<file path="src/rtl/serial_subtractor_if.sv">
// Handshake and operand/result bundle for the bit-serial subtractor.
// The master drives start and operands; the slave returns status and result.
interface serial_subtractor_if #(
  parameter int unsigned WIDTH = 4
);
  logic             start;
  logic [WIDTH-1:0] a;
  logic [WIDTH-1:0] b;
  logic             busy;
  logic             done;
  logic [WIDTH-1:0] diff;
  logic             borrow_out;

  modport master (
    output start, a, b,
    input  busy, done, diff, borrow_out
  );

  modport slave (
    input  start, a, b,
    output busy, done, diff, borrow_out
  );
endinterface

</file>
<file path="src/rtl/serial_subtractor.sv">
// Bit-serial LSB-first subtractor: one borrow-chain stage per clock, start/done handshake.
// {borrow_out, diff} = {1'b0, a} - {1'b0, b}, result registered on the done cycle.
module serial_subtractor #(
  parameter int unsigned WIDTH = 4
) (
  input  logic                clk,
  input  logic                rst,
  serial_subtractor_if.slave  bus
);

  localparam int unsigned CNT_W = (WIDTH > 1) ? $clog2(WIDTH) : 1;

  typedef enum logic [1:0] {
    IDLE  = 2'd0,
    SHIFT = 2'd1,
    DONE  = 2'd2
  } state_e;

  state_e             state_q, state_d;
  logic [WIDTH-1:0]   a_q, a_d;
  logic [WIDTH-1:0]   b_q, b_d;
  logic [WIDTH-1:0]   res_q, res_d;
  logic               br_q, br_d;
  logic [CNT_W-1:0]   cnt_q, cnt_d;
  logic               busy_q, busy_d;
  logic               done_q, done_d;
  logic [WIDTH-1:0]   diff_q, diff_d;
  logic               borrow_q, borrow_d;

  logic               ai, bi, di, br_next;

  // Single full-subtractor stage on the current LSBs.
  always_comb begin
    ai      = a_q[0];
    bi      = b_q[0];
    di      = ai ^ bi ^ br_q;
    br_next = (~ai & bi) | (~(ai ^ bi) & br_q);
  end

  always_ff @(posedge clk) begin
    if (rst) begin
      state_q  <= IDLE;
      a_q      <= '0;
      b_q      <= '0;
      res_q    <= '0;
      br_q     <= 1'b0;
      cnt_q    <= '0;
      busy_q   <= 1'b0;
      done_q   <= 1'b0;
      diff_q   <= '0;
      borrow_q <= 1'b0;
    end else begin
      state_q  <= state_d;
      a_q      <= a_d;
      b_q      <= b_d;
      res_q    <= res_d;
      br_q     <= br_d;
      cnt_q    <= cnt_d;
      busy_q   <= busy_d;
      done_q   <= done_d;
      diff_q   <= diff_d;
      borrow_q <= borrow_d;
    end
  end

  always_comb begin
    state_d  = state_q;
    a_d      = a_q;
    b_d      = b_q;
    res_d    = res_q;
    br_d     = br_q;
    cnt_d    = cnt_q;
    done_d   = 1'b0;
    diff_d   = diff_q;
    borrow_d = borrow_q;

    unique case (state_q)
      IDLE: begin
        if (bus.start) begin
          a_d     = bus.a;
          b_d     = bus.b;
          br_d    = 1'b0;
          cnt_d   = '0;
          state_d = SHIFT;
        end
      end
      SHIFT: begin
        res_d = {di, res_q[WIDTH-1:1]};
        a_d   = a_q >> 1;
        b_d   = b_q >> 1;
        br_d  = br_next;
        cnt_d = cnt_q + CNT_W'(1);
        // The stage with cnt_q == WIDTH-1 is the MSB, so WIDTH stages run in total.
        if (cnt_q == CNT_W'(WIDTH - 1)) begin
          state_d = DONE;
        end
      end
      DONE: begin
        done_d   = 1'b1;
        diff_d   = res_q;
        borrow_d = br_q;
        state_d  = IDLE;
      end
      default: begin
        state_d = IDLE;
      end
    endcase

    busy_d = (state_d != IDLE);
  end

  assign bus.busy       = busy_q;
  assign bus.done       = done_q;
  assign bus.diff       = diff_q;
  assign bus.borrow_out = borrow_q;

endmodule

</file>
<file path="src/flat_wrapper.sv">
// flat-port wrapper written by rule: the top's interface ports become plain ports
module serial_subtractor_flat 
#(
  parameter int unsigned WIDTH = 4
)
  (clk, rst, bus_start, bus_a, bus_b, bus_busy, bus_done, bus_diff, bus_borrow_out);
  serial_subtractor_if #(.WIDTH(WIDTH)) bus_i ();
  input  logic clk;
  input  logic rst;
  input wire logic [$bits(bus_i.start)-1:0] bus_start;
  input wire logic [$bits(bus_i.a)-1:0] bus_a;
  input wire logic [$bits(bus_i.b)-1:0] bus_b;
  output wire logic [$bits(bus_i.busy)-1:0] bus_busy;
  output wire logic [$bits(bus_i.done)-1:0] bus_done;
  output wire logic [$bits(bus_i.diff)-1:0] bus_diff;
  output wire logic [$bits(bus_i.borrow_out)-1:0] bus_borrow_out;
  assign bus_i.start = bus_start;
  assign bus_i.a = bus_a;
  assign bus_i.b = bus_b;
  assign bus_busy = bus_i.busy;
  assign bus_done = bus_i.done;
  assign bus_diff = bus_i.diff;
  assign bus_borrow_out = bus_i.borrow_out;
  serial_subtractor #(.WIDTH(WIDTH)) u_core (.clk(clk), .rst(rst), .bus(bus_i));
endmodule
</file>
<file path="config.mk">
export PLATFORM = sky130hd
export DESIGN_NAME = serial_subtractor_flat
export DESIGN_NICKNAME = d
export VERILOG_FILES = /design/src/rtl/serial_subtractor_if.sv /design/src/rtl/serial_subtractor.sv /design/src/flat_wrapper.sv
export SDC_FILE = /design/constraint.sdc
export NUM_CORES = 1
export LEC_CHECK = 0
export ABC_AREA = 1
export CAP_MARGIN = 20
export CELL_PAD_IN_SITES_DETAIL_PLACEMENT = 1
export CELL_PAD_IN_SITES_GLOBAL_PLACEMENT = 2
export CORE_MARGIN = 5
export CORE_UTILIZATION = 30
export CTS_CLUSTER_SIZE = 10
export DETAILED_ROUTE_END_ITERATION = 6
export GPL_TIMING_DRIVEN = 0
export PLACE_DENSITY = 0.82
export REMOVE_ABC_BUFFERS = 1
export SYNTH_ARGS = -nofsm -noshare
export SYNTH_HDL_FRONTEND = slang
export SYNTH_SLANG_ARGS = --single-unit
</file>
<file path="constraint.sdc">
create_clock -name clk -period 2.85 [get_ports clk]
set_clock_uncertainty 0.15 [all_clocks]
set_input_delay 0.4275 -clock clk [delete_from_list [all_inputs] [get_ports clk]]
set_output_delay 0.4275 -clock clk [all_outputs]
set_load 0.02 [all_outputs]
</file>
==> reports/results.txt <==
Final wirelength: 2250 µm
Clock slew at reported path FFs: 120 ps
Reg2Reg Depth: 5
Hold depth: 2
Power Dens Cells: 483 nW/µm²
Post-synth EDFFs: 0
Net Sw Power: 0.000149 W
Yosys warns: 0
Setup TNS: 0 ps
Cell Count, Final, Fillers Out: 190
Status: complete, no violations
Global-route wire length before repair: 3950 µm
Row cnt: 20
CP Class: reg -> out
Crit. Startpoint: u_core.bus.borrow_out
Share of power burned in registers: 62.6%
Hold endpoint: u_core.b_q[3]
CP peak stage delay: 600 ps
Cells after DPL: 187
Pint: 0.000436 W
Final hold vios: 0
Most frequent cells after synthesis: dfxtp_1 (24), nor2_1 (22), nand2_1 (21)
Yosys top cell area share: 49.0%
Pin count of the biggest net entering global routing: 15
Detailed Place HPWL: 1640 µm
Synthesized cell area: 980 µm²
Hold Buf Count CTS: 0
Grt total ovfl: 0
Area contributors post-synth: dfxtp_1 (49%), nor2_1 (8.4%), nand2_1 (8.0%)
Cell family with the largest share of critical-path delay: buffers and inverters
Crit share post-route: 64.3%
Die ar.: 4510 µm²
Maximum vdd drop: 0.000202 V
Critical register-to-register path startpoint: u_core.state_q[0]
Worst relative slew slack: 60.0%
Asr flop ratio synth: 0%
CORE AREA: 3100 µm²
Die height: 67.1 µm
Final Wtd Congestion: 0.707
Minimum period implied by the final worst setup slack: 1830 ps
Post-CTS Setup Inserts: 0
Antenna Violating Nets Remaining: 0
Final Max Tran Viols: 0
Reg-to-Reg End: u_core.b_q[0]
Post-cts resize count: 0
Largest area contributor in the netlist: dfxtp_1
N_diodes: 0
Max_cap viols: 0
Root buffer cell: clkbuf_4
Vias in the first global route: 919
Hold Path Class: reg -> reg
Ys flop type: dfxtp_1
Initial antenna violation count: 0
CTS sink count: 24
Critical path's slowest cell: clkdlybuf4s50_1
Top-count cell post-synth: dfxtp_1
DR vias/cell: 4.52
Combinational share of power: 12.8%
Clock network power share: 24.6%
Avg Synthesized Cell Area: 7.65 µm²
Worst skew pair latency: 300 ps
Clock buffer depth: 2
Pin slew with the least headroom to its limit: 598 ps
Wire per inst: 11.9 µm
FMAX: 546 MHz
Fill cells: 418
Routed via count: 859
Worst Path Arrival: 1250 ps
DIE WIDTH: 67.1 µm
Sequential fraction of the synthesis area: 49.0%
Synthesis-to-finish area growth: 23.8%
TritonCTS Buffers: 3
DRC viols: 0
LEAKAGE: 0.510 nW
Worst setup SP type: register
Maximum level of the CTS H-tree: 1
Drt first pass iters: 3
Min-delay src: u_core.b_q[3]
Critical path cell sequence: clkdlybuf4s50_1
All-Layer GR Usage: 11.5%
#FFs+latches synth: 24
# setup viols final: 0
I/O pin count: 18
Synthesized instance count: 128
DR iter-0 viols: 49
Fraction of layout cells with a size suffix above 1: 8.22%
Nets: 161
PortBufs: 17
Sw Share: 25.4%
Worst Setup End Kind: output pin
Critical path buffers and inverters: 1
Initial Util: 31.6%
RSZ-0062 raised after global routing: no
Yosys cell types: 20
Reg2reg setup slack: 1300 ps
TritonCTS clock tree: done
Required time worst endpoint: 2270 ps
Worst Path Max Fanout: 2
## routing by layer
layer | GRT usage [%] | part of all wire (%) | vias up
met5 | 0 | 0 | -
met4 | 3.80 | 0.58 | 0
met3 | 2.83 | 3.7 | 2
met2 | 21.5 | 51 | 14
met1 | 12.6 | 45 | 400
li1 | - | - | 443
## stage by stage
stage                     hold slack (ps)  utilization [%]  setup WS [ps]  power (W)  instance area, µm²
after floorplan                       285                -           1600   0.000415                 965
after global placement                297             38.3            798   0.000447                1190
after detailed placement              308             38.3            765   0.000451                1190
after CTS                             328             39.1            985   0.000599                1210
after global routing                  349             39.1            953   0.000623                1210
final                                 326             39.1           1020   0.000585                1210
## worst max-delay path by stage
stage                            endpoint  slack, ps  cells after the start
after floorplan             u_core.b_q[0]       1600                      5
after global placement    u_core.res_q[1]        800                      4
after detailed placement  u_core.res_q[3]        770                      4
after CTS                        bus_busy        980                      1
after global routing             bus_busy        950                      1
final                      bus_borrow_out       1020                      1
## power groups by stage
stage	Clock (W)	Combinational, W	Sequential [W]
floorplan	0	0.0000436	0.000372
global placement	0	0.0000737	0.000373
detailed placement	0	0.0000769	0.000374
CTS	0.000155	0.0000771	0.000367
global route	0.000167	0.0000865	0.000369
finish	0.000144	0.0000748	0.000366
## flip-flops by register name, indices dropped and copies added, names as in the netlist
| register | cells |
|---|---|
| u_core.a_q | 4 |
| u_core.b_q | 4 |
| u_core.br_q | 1 |
| u_core.bus.borrow_out | 1 |
| u_core.bus.busy | 1 |
| u_core.bus.diff | 4 |
| u_core.bus.done | 1 |
| u_core.cnt_q | 2 |
| u_core.res_q | 4 |
| u_core.state_q | 2 |
## layout by cell type (no fill, tap or decap)
| cell | instances |
|---|---|
| nor2_2 | 2 |
| fa_1 | 1 |
| clkbuf_4 | 3 |
| inv_4 | 1 |
| nor2_1 | 22 |
| o21a_1 | 1 |
| ha_1 | 1 |
| nor4_1 | 1 |
| o21ai_4 | 1 |
| nand2_4 | 1 |
| inv_2 | 3 |
| nand2_2 | 1 |
| dfxtp_1 | 24 |
| inv_1 | 14 |
| a21oi_1 | 11 |
| clkdlybuf4s50_1 | 17 |
| o21ai_0 | 8 |
| o21ai_1 | 2 |
| nand3_1 | 11 |
| nand2_1 | 21 |
## logic make-up after synthesis
logic type,Yosys count,share of synthesized area (%)
fa+ha+maj,2,3.32
flops,24,49.0
buf+inv,20,8.68
compound gates,23,13.2
simple gates,59,25.8
## area by class of cell
type                    instances  area (µm²)  area share (%)
clock buffers                   3        22.5            1.86
inverters                      18        70.1            5.78
multi-input cells              84         414            34.2
flip-flops and latches         24         480            39.6
well taps                      44        55.1            4.54
repair buffers                 17         170            14.0
Power figures use the tool's default switching activity.
